File: config.mk
export PLATFORM = sky130hd
export DESIGN_NAME = vga_timing_gen
export DESIGN_NICKNAME = d
export VERILOG_FILES = /design/src/rtl/vga_pkg.sv /design/src/rtl/vga_axis_counter.sv /design/src/rtl/vga_timing_gen.sv
export SDC_FILE = /design/constraint.sdc
export NUM_CORES = 1
export LEC_CHECK = 0
export ABC_AREA = 1
export CAP_MARGIN = 0
export CORE_MARGIN = 1
export CORE_UTILIZATION = 40
export DETAILED_ROUTE_END_ITERATION = 16
export GPL_TIMING_DRIVEN = 0
export SLEW_MARGIN = 20
export SYNTH_ARGS = -nofsm -noshare
export SYNTH_HDL_FRONTEND = slang
export SYNTH_SLANG_ARGS = --single-unit
File: constraint.sdc
create_clock -name clk -period 2.99 [get_ports clk]
set_input_delay 0.4485 -clock clk [delete_from_list [all_inputs] [get_ports clk]]
set_output_delay 0.4485 -clock clk [all_outputs]
set_load 0.01 [all_outputs]
File: src/rtl/vga_pkg.sv
// Shared 640x480@60 raster constants and pixel types for the VGA timing
// stage and the pattern generators that consume it.
package vga_pkg;

    localparam int DEF_H_ACTIVE = 640;
    localparam int DEF_H_FP     = 16;
    localparam int DEF_H_SYNC   = 96;
    localparam int DEF_H_BP     = 48;
    localparam int DEF_V_ACTIVE = 480;
    localparam int DEF_V_FP     = 10;
    localparam int DEF_V_SYNC   = 2;
    localparam int DEF_V_BP     = 33;
    localparam int DEF_H_TOTAL  = DEF_H_ACTIVE + DEF_H_FP + DEF_H_SYNC + DEF_H_BP;
    localparam int DEF_V_TOTAL  = DEF_V_ACTIVE + DEF_V_FP + DEF_V_SYNC + DEF_V_BP;

    localparam int COLOR_W = 4;

    typedef struct packed {
        logic [COLOR_W-1:0] r;
        logic [COLOR_W-1:0] g;
        logic [COLOR_W-1:0] b;
    } rgb_t;

    function automatic int axis_total(input int active, input int fp,
                                      input int sync, input int bp);
        return active + fp + sync + bp;
    endfunction

endpackage

File: src/rtl/vga_axis_counter.sv
// One raster axis: a 10-bit counter ordered active / front porch / sync /
// back porch, with region flags decoded from the current count.
module vga_axis_counter
    import vga_pkg::*;
#(
    parameter int ACTIVE = 640,
    parameter int FP     = 16,
    parameter int SYNC   = 96,
    parameter int BP     = 48
) (
    input  logic       clk,
    input  logic       reset,
    input  logic       en,
    output logic [9:0] count,
    output logic       wrap,
    output logic       sync_on,
    output logic       active
);

    localparam int TOTAL      = axis_total(ACTIVE, FP, SYNC, BP);
    localparam int SYNC_START = ACTIVE + FP;
    localparam int SYNC_END   = SYNC_START + SYNC - 1;

    generate
        if (TOTAL >= 1024 || TOTAL < 1) begin : g_bad_total
            $error("vga_axis_counter: axis total %0d does not fit 10 bits", TOTAL);
        end
    endgenerate

    logic at_end;

    assign at_end  = (count == 10'(TOTAL - 1));
    assign wrap    = en && at_end;
    assign sync_on = (count >= 10'(SYNC_START)) && (count <= 10'(SYNC_END));
    assign active  = (count < 10'(ACTIVE));

    always_ff @(posedge clk) begin
        if (reset) begin
            count <= '0;
        end else if (en) begin
            count <= at_end ? '0 : count + 10'd1;
        end
    end

endmodule

File: src/rtl/vga_timing_gen.sv
// Raster timing generator: pixel clock enable from clk, registered syncs,
// display enable, coordinates and line/frame strobes.
// Optional: define VGA_TIMING_FRAME_CNT_EN to add the 16-bit o_frame_cnt port.
module vga_timing_gen
    import vga_pkg::*;
#(
    parameter int CLK_DIV  = 2,
    parameter int H_ACTIVE = DEF_H_ACTIVE,
    parameter int H_FP     = DEF_H_FP,
    parameter int H_SYNC   = DEF_H_SYNC,
    parameter int H_BP     = DEF_H_BP,
    parameter int V_ACTIVE = DEF_V_ACTIVE,
    parameter int V_FP     = DEF_V_FP,
    parameter int V_SYNC   = DEF_V_SYNC,
    parameter int V_BP     = DEF_V_BP,
    parameter bit SYNC_POL = 1'b0
) (
    input  logic       clk,
    input  logic       reset,
    output logic       o_pix_ce,
    output logic       o_hsync,
    output logic       o_vsync,
    output logic       o_de,
    output logic [9:0] o_x,
    output logic [9:0] o_y,
    output logic       o_line_start,
    output logic       o_frame_start
`ifdef VGA_TIMING_FRAME_CNT_EN
    ,
    output logic [15:0] o_frame_cnt
`endif
);

    localparam int DIV_W = (CLK_DIV > 1) ? $clog2(CLK_DIV) : 1;
    localparam logic [DIV_W-1:0] DIV_LAST = DIV_W'(CLK_DIV - 1);

    generate
        if (CLK_DIV < 1) begin : g_bad_div
            $error("vga_timing_gen: CLK_DIV must be at least 1 (got %0d)", CLK_DIV);
        end
    endgenerate

    logic [DIV_W-1:0] div_cnt;
    logic             ce;
    logic [9:0]       h_cnt;
    logic [9:0]       v_cnt;
    logic             h_wrap;
    logic             h_sync_on;
    logic             h_active;
    logic             v_wrap_unused;
    logic             v_sync_on;
    logic             v_active;
    logic             de_next;

    assign ce      = (div_cnt == DIV_LAST);
    assign de_next = h_active && v_active;

    always_ff @(posedge clk) begin
        if (reset) begin
            div_cnt <= '0;
        end else begin
            div_cnt <= ce ? '0 : div_cnt + DIV_W'(1);
        end
    end

    vga_axis_counter #(
        .ACTIVE(H_ACTIVE), .FP(H_FP), .SYNC(H_SYNC), .BP(H_BP)
    ) u_h_axis (
        .clk     (clk),
        .reset   (reset),
        .en      (ce),
        .count   (h_cnt),
        .wrap    (h_wrap),
        .sync_on (h_sync_on),
        .active  (h_active)
    );

    // Vertical steps only on the pixel where the line wraps, so both axes
    // roll over together at the end of the frame.
    vga_axis_counter #(
        .ACTIVE(V_ACTIVE), .FP(V_FP), .SYNC(V_SYNC), .BP(V_BP)
    ) u_v_axis (
        .clk     (clk),
        .reset   (reset),
        .en      (h_wrap),
        .count   (v_cnt),
        .wrap    (v_wrap_unused),
        .sync_on (v_sync_on),
        .active  (v_active)
    );

    always_ff @(posedge clk) begin
        if (reset) begin
            o_pix_ce      <= 1'b0;
            o_hsync       <= ~SYNC_POL;
            o_vsync       <= ~SYNC_POL;
            o_de          <= 1'b0;
            o_x           <= '0;
            o_y           <= '0;
            o_line_start  <= 1'b0;
            o_frame_start <= 1'b0;
        end else begin
            o_pix_ce      <= ce;
            o_hsync       <= h_sync_on ? SYNC_POL : ~SYNC_POL;
            o_vsync       <= v_sync_on ? SYNC_POL : ~SYNC_POL;
            o_de          <= de_next;
            o_x           <= de_next ? h_cnt : '0;
            o_y           <= de_next ? v_cnt : '0;
            o_line_start  <= ce && (h_cnt == '0);
            o_frame_start <= ce && (h_cnt == '0) && (v_cnt == '0);
        end
    end

`ifdef VGA_TIMING_FRAME_CNT_EN
    // Counts on the cycle the frame strobe is visible, so it reads N-1
    // during the Nth frame_start after reset.
    always_ff @(posedge clk) begin
        if (reset) begin
            o_frame_cnt <= '0;
        end else if (o_frame_start) begin
            o_frame_cnt <= o_frame_cnt + 16'd1;
        end
    end
`endif

endmodule

== Yosys cells after proc, flatten, opt, wreduce, memory -nomap -nowiden ==
Index checks and enable logic that the tools add are counted.

* Flip-flop bits (word level): 47
* Word-level logic and storage cells: 37
* Output and inout port bits: 26

* Muxes and demuxes: 4
* Equality and inequality tests: 2
* Bitwise gates (word level): 1
* Reduce and logical (&&, ||, !) cells: 10
* Add/sub/neg operators: 3
* $lt $le $gt $ge: 6

{| class="wikitable"
|+ Operators by type and width
! kind !! count
|-
| 10-bit by 1-bit adder with 10-bit output (second input constant) || 2
|-
| 10-bit == test (second input constant) || 2
|-
| 10-bit zero test || 2
|-
| 10-bit two-way mux || 2
|-
| 10-bit greater-or-equal comparator (second input constant) || 1
|-
| 10-bit by 9-bit greater-or-equal comparator with 1-bit output (second input constant) || 1
|-
| 10-bit less-or-equal comparator (second input constant) || 1
|-
| 10-bit by 9-bit less-or-equal comparator with 1-bit output (second input constant) || 1
|-
| 10-bit < comparator (second input constant) || 1
|-
| 10-bit by 9-bit < comparator with 1-bit output (second input constant) || 1
|-
| 1-bit logical AND || 6
|-
| 2-bit OR reduction || 2
|-
| 1-bit two-way mux || 2
|-
| 1-bit adder (second input constant) || 1
|-
| 1-bit NOT || 1
|}

== Depth between registers and ports, before layout ==
Gate-level depths: netlist of the first run.

* Depth after elaboration: 4
* Mapped depth: 9
* Mapped depth without buffers: 9

== Cells and area by module ==
From an unflattened synthesis of the first run, not the netlist that was laid out.

* Cells, all modules: 264
* Area, all modules: 1988.2 um^2

{| class="wikitable"
|+ By module, submodules not included
! module !! area each (um^2) !! cells each !! instances
|-
| vga_timing_gen || 830.8 || 97 || 1
|-
| vga_axis_counter at u_v_axis || 591.8 || 85 || 1
|-
| vga_axis_counter at u_h_axis || 565.5 || 82 || 1
|}

== Worst setup path after synthesis of the first run ==
No wires, ideal clock.

* Path kind: input to register
* Start: input reset
* End: register o_x[6]
* Path buffers: 2
* Data arrival time: 1.177 ns
* Required time: 2.928 ns
* Library setup time: 0.062 ns
* Cell stages on the path: 7
* Setup slack: 1.751 ns
* Cells stage by stage: buf_6 > nor2_4 > nand2_1 > nor3_2 > inv_2 > buf_6 > nor2_2

* Word-level cells in the longest chain between the ends: 1

{| class="wikitable"
|+ RTL lines
! element !! line !! source
|-
| start, declared || vga_timing_gen.sv:19 || <nowiki>input logic reset,</nowiki>
|-
| 2-bit OR reduction (no source line) || - ||
|-
| end signal, assigned || vga_timing_gen.sv:107 || <nowiki>o_x <= de_next ? h_cnt : '0;</nowiki>
|-
| end, declared || vga_timing_gen.sv:24 || <nowiki>output logic [9:0] o_x,</nowiki>
|}

No other way between the ends.
A chain may end at the register's enable or synchronous reset.

== Final worst setup path of the first run ==
* Start: register o_pix_ce
* End: output o_pix_ce

{| class="wikitable"
|+ RTL lines
! element !! line !! source
|-
| start, declared || vga_timing_gen.sv:20 || <nowiki>output logic o_pix_ce,</nowiki>
|-
| start signal, assigned || vga_timing_gen.sv:94 || <nowiki>o_pix_ce <= 1'b0;</nowiki>
|-
| start signal, assigned || vga_timing_gen.sv:103 || <nowiki>o_pix_ce <= ce;</nowiki>
|}

No word-level cell between the ends.

==> run summary, run 1 <==
Power per cell area: 451 nW/um^2. By area the synthesized netlist is led by sky130_fd_sc_hd__dfxtp_1 (47%), sky130_fd_sc_hd__nand2_1 (9.0%), sky130_fd_sc_hd__nor2_1 (8.7%). The logs give 1,653 for the via count and 253 for the number of instances in the synthesized netlist. The worst register-to-register path has a depth of 8.

Worst reg2reg path startpoint: u_h_axis.count[1]. Adding up every negative setup slack in the final design gives 0 ns. In this run the biggest area consumer among cell types represents 47.2% of the synthesized area. The longest individual stage delay on the worst path was 0.53 ns; the number of H-tree levels was 2.

The number of synthesis warnings came out at 0. The final setup violation count came out at 0. The cell type with the largest total area after synthesis was sky130_fd_sc_hd__dfxtp_1. Counting flops and latches in the post-synthesis netlist gives 47. For the number of pins exceeding their max-slew limit in the final report, the log shows 0.

The largest net degree at the start of global routing came out at 16. The die outline area was 5270 um^2. The root buffer selected by CTS is sky130_fd_sc_hd__clkbuf_8.

The setup slack on the worst flop-to-flop path is 1.49 ns. The min-delay analysis places its worst path in the category in2reg. The fraction of power consumed by sequential logic is 58.0%. After synthesis, flip-flops and latches occupy 47.2% of the total area. The most frequent standard cell in the layout excluding fill and tap cells is sky130_fd_sc_hd__nand2_1. The residual antenna-violating net count after detailed routing came out at 0. Net switching is 23.2% of the power.

After detailed routing, the number of vias per cell comes to 4.67. Buffers placed on the I/O ports in this run total 26. The critical path is of the reg2out type. In this run the cell area of the synthesized design comes to 1990 um^2.

For the wire length of the first global-routing pass, the log shows 6760 um. The tools report the cell internal power dissipation as 843 uW. In this run, the clock network consumes 37.3% of the power.

Detailed placement finished with a half-perimeter wire length of 3010 um. Summing all placed instances gives a cell area of 2340 um^2. The clock sink count was 47.

In this run the worst setup path begins at o_pix_ce. Row generation in the floorplan step produced 25 rows. Clock-pin slew was measured on the worst setup and hold paths at 0.09 ns. Clock period minus final worst setup slack: 1.60 ns.

The number of nets handed over by synthesis was 260. The logic depth of the worst path, buffers included works out to 1. Routability-driven placement finished with a final weighted congestion of 0.844. After detailed routing, the number of remaining DRC violations is 0. Peak supply drop: 0.155 mV. The tools report the kind of end point of the critical path as an output port. The post-synthesis average cell area was 7.88 um^2; the net count reported at finish was 293. The final antenna diode count is 0. In this run the vertical extent of the chip is 72.6 um. TritonCTS built the clock tree.

Family with the most delay on the worst path: buffers and inverters. The worst path meets setup with 1.39 ns of slack. Summed over all cells, the static leakage comes to 0.000937 uW. Starting density of the core: 41.9%. The final-report hold violation count is 0. The run gives 51.2% as the final core utilization. The area growth from synthesis to layout is 22.2%. Gates resized during post-CTS repair numbered 0.

The sort of element at the start of the critical path is a flip-flop. For the fmax, the log shows 626 MHz. The maximum net fanout on the critical path is 1.

The first TritonRoute pass finished after 4 iterations. For the final non-filler cell area, the log shows 2440 um^2. The number of antenna violations at the first check in global routing came out at 0. The worst path uses 53.4% of the clock period.

Setup repair after global routing left no endpoint under its margin. Prior to clock tree synthesis, the placed netlist has a worst setup slack of 1.52 ns. The final layout contains routed wiring with a total length of 4030 um.

After floorplanning, the core was sized to cover 4750 um^2. Traced cell by cell, the critical path runs through clkdlybuf4s50_1. The slowest stage of the critical path belongs to the cell sky130_fd_sc_hd__clkdlybuf4s50_1. In this run, CTS created clock tree buffers numbering 5. For this block, the initial DRC count from the detailed router was 89. The floorplan step set the die width to 72.6 um. The tools report the combinational fraction of design power as 4.7%. The run finished with clean final reports.

On the final layout, the worst clock skew is 0.00504 ns. Boundary pin count: 28. Data on the critical path is required at its endpoint by 2.54 ns.

The total buffers and inverters traversed by the critical path works out to 1. In the global route stage, overall resource usage came out at 16.6%. Across the run, the number of max-cap violations was 0.

The clock reaches the later pin of the worst-skew pair after 0.30 ns. The netlist uses 30 different library cells. In this run the deepest clock path goes through 2 buffers.

Fill cell instance count of the final layout: 490. Once the clock tree was built, the setup fixing pass inserted 0 buffers. The analysis attributes to net switching a power of 255 uW. Summed over all layers, the global routing overflow is 0. Following the worst setup path forward leads to its endpoint at o_pix_ce. Leaving out fill and tap cells, the most frequent cells in the layout are sky130_fd_sc_hd__nand2_1 (48), sky130_fd_sc_hd__dfxtp_1 (47), sky130_fd_sc_hd__nor2_1 (46). Number of global-route vias before repair: 1,439.

Hold repair after CTS inserted 0 buffers. Dividing the detail-routed wire length by the instance count gives 11.4 um. Cells with a size suffix above 1 make up 15.0% of the layout.

The worst register-to-register path ends at u_v_axis.count[9]. At the worst endpoint, the arrival time is 1.15 ns.
## synthesized netlist by cell type
cell	number
sky130_fd_sc_hd__inv_2	5
sky130_fd_sc_hd__buf_6	2
sky130_fd_sc_hd__xor2_1	2
sky130_fd_sc_hd__a21oi_1	2
sky130_fd_sc_hd__dfxtp_1	47
sky130_fd_sc_hd__nor2_1	46
sky130_fd_sc_hd__nor3b_2	1
sky130_fd_sc_hd__nand3_1	16
sky130_fd_sc_hd__nor2_2	11
sky130_fd_sc_hd__inv_1	27
sky130_fd_sc_hd__nor3_2	2
sky130_fd_sc_hd__nand4_1	5
sky130_fd_sc_hd__a22oi_1	1
sky130_fd_sc_hd__nand2_1	48
sky130_fd_sc_hd__nor4_1	1
sky130_fd_sc_hd__o22ai_1	1
sky130_fd_sc_hd__nor2_4	5
sky130_fd_sc_hd__buf_2	1
sky130_fd_sc_hd__nor3_1	8
sky130_fd_sc_hd__nand2_4	1
sky130_fd_sc_hd__o2111ai_1	2
sky130_fd_sc_hd__o21bai_1	2
sky130_fd_sc_hd__a21oi_2	1
sky130_fd_sc_hd__nand2_2	3
sky130_fd_sc_hd__ha_1	5
sky130_fd_sc_hd__o21ai_0	1
sky130_fd_sc_hd__nand3_2	3
sky130_fd_sc_hd__conb_1	1
sky130_fd_sc_hd__nand3b_1	2
sky130_fd_sc_hd__a211oi_1	1
## worst reg2reg max path, stage by stage, from the launching register on
cell and delay, ns:
sky130_fd_sc_hd__dfxtp_1 0.39, sky130_fd_sc_hd__ha_1 0.20, sky130_fd_sc_hd__nand2_1 0.12, sky130_fd_sc_hd__nor2_4 0.15, sky130_fd_sc_hd__nand3_2 0.16, sky130_fd_sc_hd__nand2_4 0.16
sky130_fd_sc_hd__nand2_2 0.10, sky130_fd_sc_hd__inv_2 0.08, sky130_fd_sc_hd__nor2_1 0.04
## sequential cells by signal, summed over array words and instances, names as in the netlist
name	count
o_frame_start	1
u_h_axis.count	10
o_pix_ce	1
ce	1
o_line_start	1
o_y	10
o_vsync	1
o_hsync	1
o_x	10
o_de	1
u_v_axis.count	10
## final cells by class
class	instances	area [um^2]	share of cell area, %
sequential	47	941	38.6
timing repair buffer	26	260	10.7
tap	67	83.8	3.44
clock buffer	6	82.6	3.39
inverter	32	120	4.93
multi-input combinational	171	905	37.1
clock inverter	2	16.3	0.668
buffer	3	27.5	1.13
## layer usage
metal / part of all wire [%] / up-vias / routed length, um / global-route usage (%)
met1: 50 / 724 / 2010 / 24.5
met3: 7.3 / 6 / 295 / 3.31
met4: 1.5 / 0 / 59 / 5.88
met2: 41 / 67 / 1670 / 23.8
met5: 0 / - / 0 / 0
li1: - / 856 / - / -
## worst min-delay path by stage
stage	end	slack [ns]	start	depth (start not counted)
final	u_v_axis.count[6]	0.36	reset	2
after global routing	u_v_axis.count[6]	0.36	reset	2
after global placement	u_h_axis.count[1]	0.48	u_h_axis.count[1]	2
after floorplan	u_h_axis.count[1]	0.46	u_h_axis.count[1]	2
after detailed placement	u_h_axis.count[0]	0.48	u_h_axis.count[0]	2
after CTS	u_v_axis.count[6]	0.36	reset	2
## logic make-up after synthesis
logic type      count (synthesis)  share of synthesized area (%)
compound gates                 11                           3.89
xor+xnor                        2                          0.879
fa+ha+maj                       5                           3.14
buf+inv                        35                           7.41
flops                          47                           47.2
other cells                     1                          0.188
simple gates                  152                           37.3
## per-stage QoR
step                      total power (uW)  cells  hold WS, ns
after floorplan                        686    253        0.460
after global placement                 704    346        0.480
after detailed placement               704    346        0.481
after CTS                             1110    354        0.359
after global routing                  1130    354        0.360
final                                 1100    354        0.360
## power groups by stage
stage | combinational, uW | clock (uW) | sequential, uW
finish | 51.3 | 409 | 637
global route | 57.2 | 438 | 638
CTS | 52.1 | 419 | 637
detailed placement | 52.1 | 0 | 652
global placement | 51.7 | 0 | 652
floorplan | 31.3 | 0 | 654
Note: power is estimated with default switching activity, not from simulation.
==> run 2, diff against run 1 <==
Clock period 2.99 ns to 1.4 ns, I/O delays scaled along.
==> run 2 against run 1 <==
Against the previous run:
- clock power increased by 110%
- wire length increased by 5.0%
- count of clock-buffer cells in the layout unchanged
- sequential power increased by 110%
- total power increased by 110%
- critical path depth unchanged
==> run summary, run 2 (synthesized netlist as in run 1, its figures left out) <==
The power per cell area was 905 nW/um^2 (+100%); the die outline area was 5270 um^2 (unchanged). The tools report the sort of element at the start of the critical path as a flip-flop. The count of TritonRoute iterations in the first routing pass was 4 (unchanged). The clock-pin slew reported for the worst setup and hold paths after clock tree synthesis is 0.09 ns (about the same), and the final antenna diode count is 0 (unchanged). The data required time at the worst endpoint was 1.19 ns (-1.35 ns). The run gives 2 (unchanged) as the number of H-tree levels. The worst-case reg-to-reg path depth is 8 (unchanged). The number of core rows is 25 (unchanged). The worst-case clock skew is 0.00556 ns (+0.000513 ns), and the residual antenna-violating net count after detailed routing is 0 (unchanged). The worst hold path terminates at u_v_axis.count[6]. Among cell families on the critical path, the largest total delay comes from buffers and inverters. The starting density of the core was 41.9% (unchanged).

The count of routing violations after the opening detailed-route iteration was 110 (+24%); the placement-stage worst setup slack was -0.0721 ns (-1.59 ns). The largest net degree at the start of global routing is 16 (unchanged). The worst hold path begins at reset.

The routability congestion estimate is 0.844 (unchanged), and the worst setup slack after layout is 0.0419 ns (-1.35 ns). The via count was 1,693 (+2.4%). The final-report hold violation count was 0 (unchanged). The top cell types in the final layout, fill and taps aside, are sky130_fd_sc_hd__nand2_1 (43), sky130_fd_sc_hd__nor2_1 (41), sky130_fd_sc_hd__dfxtp_1 (37). The kind of end point of the critical path was an output port.

The clock latency of the later-clocked register in the worst-skew pair is 0.30 ns (about the same), and the post-placement cell area is 2340 um^2 (unchanged). The flow ran to the end, and the final reports show no timing, DRC or antenna violations. In this run the critical register-to-register path is captured at u_v_axis.count[2].

The tools report the non-filler instance count after layout as 364 (+2.8%). The worst setup path is of the reg2out kind. The worst register-to-register path begins at u_h_axis.count[6]. The fill cell instance count of the final layout came out at 467 (-4.7%). TritonCTS built the clock tree. Total buffers and inverters traversed by the critical path: 1 (unchanged). For the placeable core region, the log shows 4750 um^2 (unchanged).

The tools report the wire length of the first global-routing pass as 6870 um (+1.6%). Clock period minus final worst setup slack: 1.36 ns. The tools report the final non-filler cell area as 2610 um^2 (+7.1%).

The tools report the final setup violation count as 0 (unchanged). The longest individual stage delay on the worst path came out at 0.54 ns (about the same). The tightest min-delay check is of the in2reg type.

The number of pins exceeding their max-slew limit in the final report was 0 (unchanged); the die width was 72.6 um (unchanged). Share of layout cells above drive strength 1: 26.9% (+12 points). The run gives 2 (unchanged) as the number of buffers on the longest clock path. The arrival time at the worst endpoint was 1.15 ns (about the same).

Dividing the final minimum period by the clock period gives 97.0%. The number of global-route vias before repair is 1,463 (+1.7%). The cell sitting at the root of the clock tree is a sky130_fd_sc_hd__clkbuf_8. Walking the worst path, the cells encountered are clkdlybuf4s50_1. The max-capacitance violation count was 0 (unchanged). The tools report the fmax as 736 MHz.

The depth of the worst hold-timing path is 2 (unchanged). The static leakage power was 0.00102 uW (+8.4%). The most frequent standard cell in the layout excluding fill and tap cells was sky130_fd_sc_hd__nand2_1.

The slowest stage of the critical path belongs to the cell sky130_fd_sc_hd__clkdlybuf4s50_1. The number of buffers added by the clock tree synthesis step was 5 (unchanged); the detailed placement HPWL was 3010 um (unchanged). The DRC violations left was 0 (unchanged); the post-detailed-route wirelength per cell was 11.6 um (+2.1%). The net count reported at finish came out at 303 (+3.4%). The boundary pin count was 28 (unchanged); the via density per instance was 4.65 (-0.39%). The total instance count after detailed placement is 346 (unchanged). Total global routing overflow: 0 (unchanged). Setup repair after global routing could not meet its margin everywhere. The overall routing resource usage came out at 16.8% (+0.23 points).

The peak supply drop is 0.336 mV (+120%), and the clock sink count is 47 (unchanged). The sum of routed wire length over all layers was 4230 um (+5.0%); the die span in y was 72.6 um (unchanged). The area growth from synthesis to layout is 30.9%.

The setup slack on the worst flop-to-flop path is 0.07 ns (-1.42 ns), and the count of buffers from port buffering is 26 (unchanged). The maximum net fanout on the critical path is 1 (unchanged), and the summed negative setup slack over all endpoints is 0 ns (unchanged). The number of antenna violations at the first check in global routing was 0 (unchanged).
[run 2: where the power goes]
group          total, uW  switching, uW  internal, uW
registers           1360           10.5          1350
logic                123           69.9          53.3
clock network        874            470           403
[run 2: worst max path at each step]
stage	from	cells after the start	endpoint	slack [ns]
floorplan	u_h_axis.count[0]	8	u_v_axis.count[5]	0.17
global placement	u_h_axis.count[1]	8	u_v_axis.count[2]	-0.05
detailed placement	u_h_axis.count[1]	8	u_v_axis.count[9]	-0.07
CTS	u_h_axis.count[1]	8	u_v_axis.count[3]	0.008
global route	u_h_axis.count[1]	9	u_v_axis.count[3]	-0.02
finish	o_x[2]	1	o_x[2]	0.04
[run 2: area by class of cell]
type                            count  area [um^2]  share of cell area [%]
Tap cell                           67         83.8                    3.21
Clock buffer                        6         82.6                    3.17
Inverter                           32          120                    4.60
Sequential cell                    47          958                    36.7
Timing Repair Buffer               36          338                    12.9
Buffer                              3         27.5                    1.06
Multi-Input combinational cell    171          982                    37.6
Clock inverter                      2         16.3                   0.624
[run 2: repair_timing]
item                       in CTS  in global routing
resized for setup               6                 30
pin swaps                       3                  5
buffers inserted                4                  6
setup endpoints to repair       8                 26
hold buffers                    0                  0
[run 2: layer usage]
| layer | wire length (um) | GRT usage [%] |
|---|---|---|
| met1 | 2110 | 24.5 |
| met2 | 1870 | 24.7 |
| met3 | 185 | 3.31 |
| met4 | 59 | 5.88 |
| met5 | 0 | 0 |
[run 2: through the flow]
step | total power (uW) | util, % | hold slack (ns)
6_report | 2360 | 54.9 | 0.122
5_1_grt | 2440 | 54.9 | 0.122
4_1_cts | 2380 | 52.2 | 0.120
3_5_place_dp | 1500 | 49.2 | 0.444
3_3_place_gp | 1500 | 49.2 | 0.443
2_1_floorplan | 1460 | - | 0.401
